`src/rtl/sobel_frame_writer.sv`:
```
//==============================================================================
// Module      : sobel_frame_writer
// Description : Sink for the sobel kernel result stream. Captures the
//               (IMG_WIDTH-2)x(IMG_HEIGHT-2) interior pixels and writes them to
//               a frame-buffer write port at their true row-major positions,
//               then writes zeros over the one-pixel border and pulses
//               frame_done_o.
// Ports       : clk, rst          - clock, asynchronous active-high reset
//               start_i           - arm capture of one frame (IDLE only)
//               grayscale_i       - result pixel from the kernel
//               done_i            - pixel-valid strobe, one pixel per cycle
//               wr_en_o/wr_addr_o/wr_data_o - frame-buffer write port
//               busy_o            - high while capturing or filling border
//               frame_done_o      - one-cycle completion pulse
//               overflow_o        - sticky: pixel arrived outside capture
// Options     : `define SOBEL_WRITER_THRESHOLD_EN to binarize captured pixels
//               against THRESHOLD (>= THRESHOLD -> 8'hFF, else 8'h00).
// Revision    : 1.0 - initial release
//==============================================================================
`default_nettype none

module sobel_frame_writer #(
    parameter int         IMG_WIDTH  = 320,
    parameter int         IMG_HEIGHT = 240,
    parameter int         ADDR_W     = 17,
    parameter logic [7:0] THRESHOLD  = 8'd64
) (
    input  logic              clk,
    input  logic              rst,
    input  logic              start_i,
    input  logic [7:0]        grayscale_i,
    input  logic              done_i,
    output logic              wr_en_o,
    output logic [ADDR_W-1:0] wr_addr_o,
    output logic [7:0]        wr_data_o,
    output logic              busy_o,
    output logic              frame_done_o,
    output logic              overflow_o
);

    localparam int COL_W = $clog2(IMG_WIDTH);
    localparam int ROW_W = $clog2(IMG_HEIGHT);

    localparam logic [1:0] c_idle    = 2'd0;
    localparam logic [1:0] c_capture = 2'd1;
    localparam logic [1:0] c_border  = 2'd2;
    localparam logic [1:0] c_done    = 2'd3;

    localparam logic [ADDR_W-1:0] c_first_addr = ADDR_W'(IMG_WIDTH + 1);
    localparam logic [ADDR_W-1:0] c_pix_last   = ADDR_W'((IMG_WIDTH - 2) * (IMG_HEIGHT - 2) - 1);
    localparam logic [ADDR_W-1:0] c_row_skip   = ADDR_W'(3);
    localparam logic [ADDR_W-1:0] c_side_step  = ADDR_W'(IMG_WIDTH - 1);
    localparam logic [ADDR_W-1:0] c_addr_one   = ADDR_W'(1);
    localparam logic [COL_W-1:0]  c_col_wrap   = COL_W'(IMG_WIDTH - 3);
    localparam logic [COL_W-1:0]  c_col_max    = COL_W'(IMG_WIDTH - 1);
    localparam logic [COL_W-1:0]  c_col_one    = COL_W'(1);
    localparam logic [ROW_W-1:0]  c_row_max    = ROW_W'(IMG_HEIGHT - 1);
    localparam logic [ROW_W-1:0]  c_row_one    = ROW_W'(1);

    logic [1:0]        r_state;
    logic [ADDR_W-1:0] r_addr;     // capture address, reused as border address
    logic [COL_W-1:0]  r_col;      // interior column in CAPTURE, image column in BORDER
    logic [ROW_W-1:0]  r_row;      // image row during BORDER
    logic [ADDR_W-1:0] r_pix_cnt;  // interior pixels accepted so far
    logic [7:0]        w_pix_data;

`ifdef SOBEL_WRITER_THRESHOLD_EN
    assign w_pix_data = (grayscale_i >= THRESHOLD) ? 8'hFF : 8'h00;
`else
    logic w_unused_threshold;
    assign w_pix_data         = grayscale_i;
    assign w_unused_threshold = ^THRESHOLD;
`endif

    always_ff @(posedge clk or posedge rst) begin
        if (rst) begin
            r_state      <= c_idle;
            r_addr       <= '0;
            r_col        <= '0;
            r_row        <= '0;
            r_pix_cnt    <= '0;
            wr_en_o      <= 1'b0;
            wr_addr_o    <= '0;
            wr_data_o    <= 8'h00;
            busy_o       <= 1'b0;
            frame_done_o <= 1'b0;
            overflow_o   <= 1'b0;
        end else begin
            wr_en_o      <= 1'b0;
            frame_done_o <= 1'b0;

            // Any pixel outside CAPTURE is dropped and flagged; an accepted
            // start_i below overrides this so the new frame begins clean.
            if (done_i && (r_state != c_capture)) begin
                overflow_o <= 1'b1;
            end

            case (r_state)
                c_idle: begin
                    if (start_i) begin
                        r_state    <= c_capture;
                        busy_o     <= 1'b1;
                        overflow_o <= 1'b0;
                        r_addr     <= c_first_addr;
                        r_col      <= '0;
                        r_pix_cnt  <= '0;
                    end
                end

                c_capture: begin
                    if (done_i) begin
                        wr_en_o   <= 1'b1;
                        wr_addr_o <= r_addr;
                        wr_data_o <= w_pix_data;
                        // End of interior row: jump over right border of this
                        // row and left border of the next one.
                        if (r_col == c_col_wrap) begin
                            r_col  <= '0;
                            r_addr <= r_addr + c_row_skip;
                        end else begin
                            r_col  <= r_col + c_col_one;
                            r_addr <= r_addr + c_addr_one;
                        end
                        if (r_pix_cnt == c_pix_last) begin
                            r_state <= c_border;
                            r_addr  <= '0;
                            r_col   <= '0;
                            r_row   <= '0;
                        end else begin
                            r_pix_cnt <= r_pix_cnt + c_addr_one;
                        end
                    end
                end

                c_border: begin
                    wr_en_o   <= 1'b1;
                    wr_addr_o <= r_addr;
                    wr_data_o <= 8'h00;
                    if ((r_row == '0) || (r_row == c_row_max)) begin
                        // Top and bottom rows are written in full.
                        r_addr <= r_addr + c_addr_one;
                        if (r_col == c_col_max) begin
                            r_col <= '0;
                            r_row <= r_row + c_row_one;
                            if (r_row == c_row_max) begin
                                r_state <= c_done;
                            end
                        end else begin
                            r_col <= r_col + c_col_one;
                        end
                    end else if (r_col == '0) begin
                        // Side rows: left pixel, then jump to the right pixel.
                        r_col  <= c_col_max;
                        r_addr <= r_addr + c_side_step;
                    end else begin
                        r_col  <= '0;
                        r_row  <= r_row + c_row_one;
                        r_addr <= r_addr + c_addr_one;
                    end
                end

                c_done: begin
                    frame_done_o <= 1'b1;
                    busy_o       <= 1'b0;
                    r_state      <= c_idle;
                end

                default: r_state <= c_idle;
            endcase
        end
    end

endmodule

`default_nettype wire

```
`config.mk`:
```
export PLATFORM = sky130hd
export DESIGN_NAME = sobel_frame_writer
export DESIGN_NICKNAME = d
export VERILOG_FILES = /design/src/rtl/sobel_frame_writer.sv
export SDC_FILE = /design/constraint.sdc
export NUM_CORES = 1
export LEC_CHECK = 0
export BUFFER_PORTS_ARGS = -buffer_cell sky130_fd_sc_hd__buf_2
export CAP_MARGIN = 10
export CORE_ASPECT_RATIO = 0.6
export CORE_MARGIN = 5
export CORE_UTILIZATION = 50
export DETAILED_ROUTE_END_ITERATION = 7
export PLACE_DENSITY = 0.68
export SETUP_SLACK_MARGIN = 0.15
export SLEW_MARGIN = 20
export SYNTH_ARGS = -nofsm -noshare
export SYNTH_HDL_FRONTEND = slang
export SYNTH_SLANG_ARGS = --single-unit
```
`constraint.sdc`:
```
create_clock -name clk -period 7.8 [get_ports clk]
set_input_delay 0.78 -clock clk [delete_from_list [all_inputs] [get_ports clk]]
set_output_delay 0.78 -clock clk [all_outputs]
set_load 0.01 [all_outputs]
```
==> reports/metrics.cfg, run 1 <==
[timing]
hold_viol=0
layout_min_cycle_time_ns=3.280
rsz0062_at_grt=no
fin_skew_ns=0.01117
finalSetupTns_ns=0
tightest_slew_ns=1.022
drv_slew=0
setup_viol=0
fmax_mhz=304.9
whs_ns=0.4831
max-slew-margin-rel_pct=31.28
finalCritPeriodShare_pct=42.05

[floorplan]
coreArea_mm2=0.009985
io_pins=41
dieWidth_um=141.6
rows=28
die_h_um=88.96
dieArea_mm2=0.01260
start_util_pct=52.03

[clocking]
cts_resized=0
cts_buffers=9
cts-root-buf=clkbuf_16
cts_setup_buffers=0
cts.sinks=82
path_clk_slew_ns=0.07
postCtsHoldBufs=0
cts_max_level=3
cts_tree=done
cts_max_path_buffers=2
clk_latency_ns=0.35

[route]
drt_iter0_markers=601
viasPerCell=6.599
totalWireLength_um=15490
dr.pass1.iters=5
drcViolationCount=0
wire_per_inst_um=20.57
ant_nets=0
vias=4969

[synth]
muxShareOfSynthArea_pct=4.215
synth-xor-area-share_pct=3.203
synth-simple-area-share_pct=24.69
synth-compound-area-share_pct=21.19
synth_fa_ha_area_share_pct=3.083
ys_types=70
ys_seq_elements=82
async_flop_share_pct=100.0
synth-main-ff-cell=dfrtp_1
synthesis.nets=612
synth_edf_count=0
synthCells=588
synth_top_family_by_area=simple AND/OR/NAND/NOR gates
avgSynthCellArea_um2=8.835
netlist_area_mm2=0.005195
seq_area_frac_synth_pct=39.50
synth_warnings=0

[placement]
place_hpwl_um=11060
port_buffers=40
routabilityCongestion=0.9732

[global_routing]
antenna_found_initial=0
grt_max_degree=83
grt_use_total_pct=25.43
gr-total-overflow=0
grt_pass1_vias=4530
grt_pass1_wl_um=25100

[layout]
nets=637
diodes=0
syn_to_final_growth_pct=11.27
seq_area_mm2=0.002052
multi_input_area_mm2=0.002938
layout_common_cells=82 x dfrtp_1, 60 x nand2_1, 41 x nor2_1, 40 x buf_2, 32 x nand3_1
final_common_cell=dfrtp_1
drive_gt1_share_pct=16.18
utilization_pct=57.89
fill_cells=904

[pwr]
power_leakage_uw=0.002450
p_per_area_mw_per_mm2=210.0
vdd_drop_max_mv=0.1182

[critical_path]
path_class=register to register
cp_data_required_time_ns=8.09
crit_fanout=15
crit_arrival_ns=3.57
worst_setup_path_end_kind=register
startpoint_type=register

[job]
drv_cap=0

[status]
status=finished clean

[min_path]
hp-class=register to register

-- layout make-up --
type / count / area share [%]
Timing Repair Buffer: 48 / 4.567
Tap cell: 135 / 2.922
Sequential cell: 82 / 35.50
Multi-Input combinational cell: 451 / 50.82
Clock inverter: 6 / 0.8442
Clock buffer: 10 / 3.961
Inverter: 21 / 1.385
-- per-layer routing --
layer	GRT usage, %	routed length (µm)
met1	40.30	7695
met2	33.15	5816
met3	7.964	1800
met4	5.923	180
met5	0	0
-- kinds of logic after synthesis --
kind of cell	after synthesis
multiplexers	20
adder cells (fa/ha/maj)	13
buffers and inverters	55
AO/OA/AOI/OAI	157
flip-flops	82
AND/OR/NAND/NOR	242
XOR/XNOR	19
-- metrics by stage --
step,instances,total power [µW],setup slack [ns],instance area (µm²)
floorplan,588,712.6,4.912,5195
global placement,737,793.0,4.389,5494
detailed placement,737,798.7,4.154,5494
CTS,753,1211,4.132,5772
global route,753,1273,4.295,5781
finish,753,1214,4.520,5781
-- cell usage after synthesis, drive strengths merged, types with 3 or more instances --
| cell type | number | share of area, % |
|---|---|---|
| nand3 | 32 | 3.1 |
| a221o | 6 | 1.2 |
| xnor2 | 8 | 1.3 |
| and2 | 5 | 0.60 |
| xor2 | 11 | 1.9 |
| o311ai | 4 | 0.67 |
| or4b | 3 | 0.65 |
| mux2i | 5 | 0.96 |
| buf | 5 | 0.51 |
| nor3b | 4 | 0.67 |
| a32oi | 5 | 0.84 |
| and3 | 13 | 1.6 |
| a21boi | 3 | 0.43 |
| o21ai | 32 | 3.1 |
| nand2 | 60 | 4.3 |
| mux2 | 15 | 3.3 |
| o22ai | 3 | 0.36 |
| nor4b | 3 | 0.51 |
| a211oi | 5 | 0.72 |
| nor4 | 12 | 1.7 |
| clkbuf | 29 | 2.1 |
| nor2 | 41 | 3.0 |
| nor3 | 31 | 3.7 |
| a21o | 10 | 1.4 |
| or3 | 8 | 0.96 |
| o21a | 3 | 0.43 |
| o211ai | 9 | 1.3 |
| or2 | 4 | 0.48 |
| ha | 12 | 2.9 |
| a2bb2oi | 3 | 0.51 |
| a21oi | 28 | 2.7 |
| inv | 19 | 1.4 |
| dfrtp | 82 | 39 |
| a31oi | 10 | 1.2 |
| nand4 | 15 | 1.8 |
| a22o | 8 | 1.3 |
| o31ai | 3 | 0.43 |
-- critical path: stages (launching register included) --
cell and delay [ns]:
dfrtp_1 0.45, or4b_4 0.57, o41a_1 0.73, nor3_4 0.42, or4b_1 0.68, nor3_1 0.25
a21o_1 0.11
-- path summary, 6_finish.rpt --
check,slack (ns),start,end,cells after the start
setup / recovery,4.52,r_pix_cnt[3],r_row[4],6
hold / removal,0.48,wr_addr_o[0],wr_addr_o[0],2
setup reg to reg,4.52,r_pix_cnt[3],r_row[4],6
hold reg to reg,0.48,wr_addr_o[0],wr_addr_o[0],2
max in group asynchronous,6.63,rst,wr_addr_o[16],3
min in group asynchronous,0.64,rst,r_pix_cnt[8],3
-- report_power, final --
| part | switching (µW) | leakage [µW] | internal [µW] |
|---|---|---|---|
| Sequential | 86.2 | 0.00101 | 477 |
| Combinational | 144 | 0.00130 | 94.6 |
| Clock | 192 | 0.000131 | 220 |
-- state kept, by name, indices dropped and copies added, names as in the netlist --
| name | cells |
|---|---|
| busy_o | 1 |
| frame_done_o | 1 |
| overflow_o | 1 |
| r_addr | 17 |
| r_col | 9 |
| r_pix_cnt | 17 |
| r_row | 8 |
| r_state | 2 |
| wr_addr_o | 17 |
| wr_data_o | 8 |
| wr_en_o | 1 |
(Power assumes the default switching activity.)
==> run 2, diff against run 1 <==
--- a/config.mk
+++ b/config.mk
@@ -5,13 +5,14 @@
 export SDC_FILE = /design/constraint.sdc
 export NUM_CORES = 1
 export LEC_CHECK = 0
+export ABC_AREA = 1
 export BUFFER_PORTS_ARGS = -buffer_cell sky130_fd_sc_hd__buf_2
 export CAP_MARGIN = 10
 export CORE_ASPECT_RATIO = 0.6
 export CORE_MARGIN = 5
 export CORE_UTILIZATION = 50
 export DETAILED_ROUTE_END_ITERATION = 7
-export PLACE_DENSITY = 0.68
+export PLACE_DENSITY = 0.71
 export SETUP_SLACK_MARGIN = 0.15
 export SLEW_MARGIN = 20
 export SYNTH_ARGS = -nofsm -noshare
==> constraint.sdc (replaced) <==
create_clock -name clk -period 2.85 [get_ports clk]
set_input_delay 0.285 -clock clk [delete_from_list [all_inputs] [get_ports clk]]
set_output_delay 0.285 -clock clk [all_outputs]
set_load 0.01 [all_outputs]
==> reports/metrics.cfg, run 2 <==
[synth]
async_flop_share_pct=100.0  ; unchanged
yosys.area.top_type_share_pct=35.81  ; -3.7 points
synth_area_leaders=dfrtp_1 36%, nand2_1 15%, nand3_1 7.9%, nor2_1 5.4%, inv_1 5.1%
synth_warnings=0  ; unchanged
synth_edf_count=0  ; unchanged
ys_types=40  ; -43%
synth-main-ff-cell=dfrtp_1
netlist_top_cells_count=231 x nand2_1, 91 x nand3_1, 83 x nor2_1
netlist_area_mm2=0.005730  ; +10%
synthCells=827  ; +41%
synthesis.nets=851  ; +39%
yosys.cell_count.top_type=nand2_1
avgSynthCellArea_um2=6.929  ; -22%
yosysTopAreaCell=dfrtp_1
ys_seq_elements=82  ; unchanged
seq_area_frac_synth_pct=35.81  ; -3.7 points

[floorplan]
start_util_pct=50.89  ; -1.1 points
rows=30  ; +7.1%
coreArea_mm2=0.01126  ; +13%
die_h_um=92.93  ; +4.5%
dieWidth_um=148.2  ; +4.7%
dieArea_mm2=0.01377  ; +9.3%
io_pins=41  ; unchanged

[clocking]
path_clk_slew_ns=0.07  ; about the same
postCtsHoldBufs=0  ; unchanged
cts.sinks=82  ; unchanged
cts_max_level=3  ; unchanged
cts_buffers=9  ; unchanged
cts-root-buf=clkbuf_16
cts_tree=done
clk_latency_ns=0.35  ; about the same
cts_max_path_buffers=2  ; unchanged

[global_routing]
antenna_found_initial=0  ; unchanged
grt_util_met1_pct=36.12  ; -4.2 points
grt_pass1_wl_um=25430  ; +1.3%
grt.met2_usage_pct=30.06  ; -3.1 points
grt_pass1_vias=4848  ; +7.0%
met3_usage_pct=8.068  ; +0.10 points
grt-busiest-layer=met1
grt_max_degree=51  ; -39%
gr-total-overflow=0  ; unchanged
grt_use_total_pct=23.23  ; -2.2 points

[critical_path]
worst_setup_path_end_kind=register
endpoint=r_addr[14]
crit_arrival_ns=2.65  ; -0.92 ns
path_class=register to register
reg2reg_slack_ns=0.48  ; -4.04 ns
timing.rr.end=r_addr[14]
reg2reg_from=r_state[1]
startpoint_type=register
ff2ff_path_depth=11  ; +5
cp_data_required_time_ns=3.13  ; -4.96 ns
crit_fanout=20  ; +5
crit_start=r_state[1]

[route]
vias=5467  ; +10%
viasPerCell=5.408  ; -18%
ant_nets=0  ; unchanged
dr.pass1.iters=6  ; +1
drt_iter0_markers=600  ; -0.17%
drcViolationCount=0  ; unchanged
wire_per_inst_um=15.17  ; -26%
totalWireLength_um=15340  ; -0.97%

[layout]
syn_to_final_growth_pct=11.42
drive_gt1_share_pct=14.30  ; -1.9 points
layout_common_cells=231 x nand2_1, 91 x nand3_1, 83 x nor2_1, 82 x dfrtp_1, 77 x inv_1
fill_cells=1062  ; +17%
final_common_cell=nand2_1
diodes=0  ; unchanged
nets=886  ; +39%
reg.largest.list=r_addr (17), r_pix_cnt (17), wr_addr_o (17)

[timing]
drv_slew=0  ; unchanged
setup_viol=0  ; unchanged
tightest_slew_ns=0.6489  ; -0.3734 ns
fin_skew_ns=0.009257  ; -0.001908 ns
finalCritPeriodShare_pct=83.20  ; +41 points
finalSetupTns_ns=0  ; unchanged
whs_ns=-0.0008313  ; -0.4840 ns
max-slew-margin-rel_pct=56.69  ; +25 points
hold_viol=2  ; +2
fmax_mhz=421.7  ; +38%
rsz0062_at_grt=no
layout_min_cycle_time_ns=2.371  ; -0.9084 ns

[job]
drv_cap=0  ; unchanged

[placement]
place_hpwl_um=11400  ; +3.1%
routabilityCongestion=0.9922  ; +2.0%
port_buffers=40  ; unchanged

[min_path]
hp-class=input pin to async pin

[status]
violations=negative hold slack
status=finished with violations

[pwr]
finalPower_uw=3908  ; +220%
vdd_drop_max_mv=0.3878  ; +230%
p_per_area_mw_per_mm2=612.1  ; +190%
power_leakage_uw=0.003123  ; +27%

-- run 2: area by class of cell --
type | instances | area (µm²) | area share [%]
tap | 144 | 180.2 | 2.822
timing repair buffer | 47 | 285.3 | 4.468
clock inverter | 6 | 88.84 | 1.391
clock buffer | 10 | 229.0 | 3.586
inverter | 96 | 361.6 | 5.663
multi-input combinational | 626 | 3188 | 49.93
sequential | 82 | 2052 | 32.14
-- run 2: kinds of logic (layout without fill, tap and decap cells) --
kind of cell	count (synthesis)	after routing	synth area share, %
fa+ha+maj	12	12	2.620
flops	82	82	35.81
xor+xnor	30	30	4.585
simple gates	484	484	38.54
buf+inv	119	159	8.843
compound gates	100	100	9.607
-- run 2: worst min path at each step --
stage,from,end
finish,rst,r_row[2]
global route,rst,r_row[3]
CTS,rst,r_row[2]
detailed placement,rst,r_row[2]
global placement,rst,r_row[3]
floorplan,grayscale_i[0],wr_data_o[0]
-- run 2: timing repair --
item,in CTS,in global routing
buffers inserted,0,0
resized for setup,0,1
setup endpoints to repair,0,14
-- run 2: critical path, stage by stage (launching register included) --
cell and delay, ns:
dfrtp_1 0.41, inv_1 0.09, ha_1 0.21, inv_2 0.17, or2_1 0.17, nand2_1 0.08, inv_2 0.10, nand2_4 0.17
nor2_4 0.46, buf_4 0.23, nand4_1 0.09, nand3_1 0.10
-- run 2: metal layers --
layer | up-vias | routed length [µm]
met4 | 0 | 159
met1 | 2461 | 7915
met2 | 235 | 5526
met3 | 20 | 1738
li1 | 2751 | -
met5 | - | 0
-- run 2: power by group --
group	internal, µW	switching, µW
logic	382	694
clock network	769	488
registers	1350	227
-- run 2: stage by stage --
stage          instances  hold WS [ns]  instance area, µm²  setup slack (ns)  util [%]
2_1_floorplan        827        0.4351                5731            0.4566         -
6_report            1011    -0.0008313                6385            0.4787     56.70
3_5_place_dp         994        0.3876                6035            0.3335     53.59
3_3_place_gp         994        0.3795                6035            0.3950     53.59
5_1_grt             1011       0.04967                6385            0.2749     56.70
4_1_cts             1010       0.02228                6352            0.3160     56.41
==> run 3, diff against run 2 <==
==> constraint.sdc (replaced) <==
create_clock -name clk -period 2 [get_ports clk]
set_input_delay 0.2 -clock clk [delete_from_list [all_inputs] [get_ports clk]]
set_output_delay 0.2 -clock clk [all_outputs]
set_load 0.01 [all_outputs]
==> reports/metrics.cfg, run 3 (synthesized netlist as in run 2, its figures left out) <==
[clocking]
cts.sinks=82  ; unchanged
clk_latency_ns=0.34  ; about the same
cts_max_level=3  ; unchanged
cts_tree=done
cts_max_path_buffers=2  ; unchanged
cts_buffers=9  ; unchanged
cts-root-buf=clkbuf_16
path_clk_slew_ns=0.07  ; about the same

[global_routing]
grt_pass1_vias=5139  ; +6.0%
antenna_found_initial=0  ; unchanged
grt-busiest-layer=met1
grt_max_degree=51  ; unchanged
grt_pass1_wl_um=27690  ; +8.9%
grt.met2_usage_pct=32.52  ; +2.5 points
met3_usage_pct=6.748  ; -1.3 points
gr-total-overflow=0  ; unchanged
grt_use_total_pct=25.19  ; +2.0 points
grt_util_met1_pct=40.89  ; +4.8 points

[timing]
fin_skew_ns=0.009821  ; +0.0005634 ns
tightest_slew_ns=0.6732  ; +0.02420 ns
rsz0062_at_grt=yes
fmax_mhz=522.1  ; +24%
layout_min_cycle_time_ns=1.915  ; -0.4559 ns
drv_slew=0  ; unchanged
max-slew-margin-rel_pct=55.03  ; -1.7 points
setup_viol=0  ; unchanged
whs_ns=0.09699  ; +0.09782 ns
finalCritPeriodShare_pct=95.77  ; +13 points
hold_viol=0  ; -2

[floorplan]
io_pins=41  ; unchanged
dieArea_mm2=0.01377  ; unchanged
start_util_pct=50.89  ; unchanged
die_h_um=92.93  ; unchanged
dieWidth_um=148.2  ; unchanged
coreArea_mm2=0.01126  ; unchanged
rows=30  ; unchanged

[critical_path]
crit_start=r_col[0]
crit_fanout=4  ; -80%
reg2reg_from=r_col[0]
worst_setup_path_end_kind=register
path_class=register to register
crit_arrival_ns=2.19  ; -0.46 ns
ff2ff_path_depth=14  ; +3
startpoint_type=register
reg2reg_slack_ns=0.08  ; -0.39 ns
timing.rr.end=r_addr[2]
cp_data_required_time_ns=2.28  ; -0.85 ns

[route]
vias=6005  ; +9.8%
wire_per_inst_um=16.35  ; +7.8%
drt_iter0_markers=764  ; +27%
totalWireLength_um=17590  ; +15%
drcViolationCount=0  ; unchanged
viasPerCell=5.581  ; +3.2%
dr.pass1.iters=5  ; -1
ant_nets=0  ; unchanged

[min_path]
hold_path_depth=3
min_to=wr_data_o[3]
hp-class=input pin to register
hp-start=grayscale_i[3]

[placement]
port_buffers=40  ; unchanged
place_hpwl_um=12240  ; +7.3%
routabilityCongestion=1.014  ; +2.2%
dpl-instance-area_mm2=0.006262  ; +3.8%

[layout]
fill_cells=940  ; -11%
layout_common_cells=214 x nand2_1, 85 x nand3_1, 77 x nor2_1, 77 x dfrtp_1, 68 x inv_1
reg.largest.list=r_addr (17), r_pix_cnt (17), wr_addr_o (17)
stdcell_area_mm2=0.007231  ; +13%
utilization_pct=64.21  ; +7.5 points
drive_gt1_share_pct=27.04  ; +13 points
diodes=0  ; unchanged
final_common_cell=nand2_1
nets=951  ; +7.3%
syn_to_final_growth_pct=26.18

[pwr]
vdd_drop_max_mv=0.5598  ; +44%
p_per_area_mw_per_mm2=834.4  ; +36%
power_leakage_uw=0.003541  ; +13%

[status]
status=finished clean

[job]
drv_cap=0  ; unchanged

==> run 3: cell count changes in the layout (fill, tap and decap cells not counted), sizes merged <==
cell / change
clkinvlp: +1
buf: +63
dlygate4sd3: +1
nor2: +1
inv: +2
bufinv: -1
clkinv: -2
==> run 3: worst max path at each step <==
| stage | slack (ns) | end | depth (start not counted) |
|---|---|---|---|
| 4_1_cts | 0.13 | r_col[6] | 11 |
| 3_3_place_gp | 0.06 | r_addr[10] | 14 |
| 6_report | 0.08 | r_addr[2] | 14 |
| 3_5_place_dp | 0.03 | r_addr[10] | 14 |
| 5_1_grt | -0.006 | r_addr[9] | 14 |
| 2_1_floorplan | 0.26 | r_pix_cnt[4] | 11 |
==> run 3: cell type report <==
cell class              count  area [µm²]  area share [%]
clock buffers              10       229.0           3.167
clock inverters             6       73.82           1.021
inverters                  96       366.6           5.070
multi-input cells         627        3478           48.11
flip-flops and latches     82        2058           28.47
well taps                 144       180.2           2.492
repair buffers            111       844.6           11.68
==> run 3: metrics by stage <==
stage | cells | setup WS (ns) | power [µW] | TNS, ns
floorplan | 827 | 0.2610 | 3349 | 0
global placement | 1019 | 0.05563 | 3869 | 0
detailed placement | 1019 | 0.03440 | 3886 | 0
CTS | 1045 | 0.1256 | 5665 | 0
global route | 1076 | -0.006190 | 6361 | -0.01160
finish | 1076 | 0.08463 | 6033 | 0
==> run 3: repair_timing <==
item / CTS / global route
pin swaps: 3 / 36
hold buffers: 1 / 0
gates cloned: 1 / 1
setup buffers: 8 / 30
endpoints found under the hold margin: 25 / 0
endpoints found under the setup margin: 22 / 58
resized for setup: 8 / 95
==> run 3: critical path: stages, from the launching register on <==
cell and delay (ns):
dfrtp_1 0.42, inv_2 0.09, ha_4 0.12, inv_2 0.03, nor2_2 0.12, nand2_2 0.08
nor2_4 0.18, nand3_4 0.14, nor2_4 0.16, buf_4 0.13, buf_6 0.13, o21ai_1 0.07
nand3_1 0.09, nand2_1 0.05, nand2_1 0.05
==> run 3: routing by layer <==
layer	wire length, µm	up-vias	part of all wire [%]
met2	6634	361	38
met1	8283	2728	47
met3	2404	43	14
li1	-	2873	-
met4	272	0	1.5
met5	0	-	0
==> run 3: where the power goes <==
group	total, µW	switching, µW	internal, µW	leakage, µW
sequential	2230	303	1930	0.000994
clock	1740	751	987	0.000142
combinational	2060	1240	821	0.00241
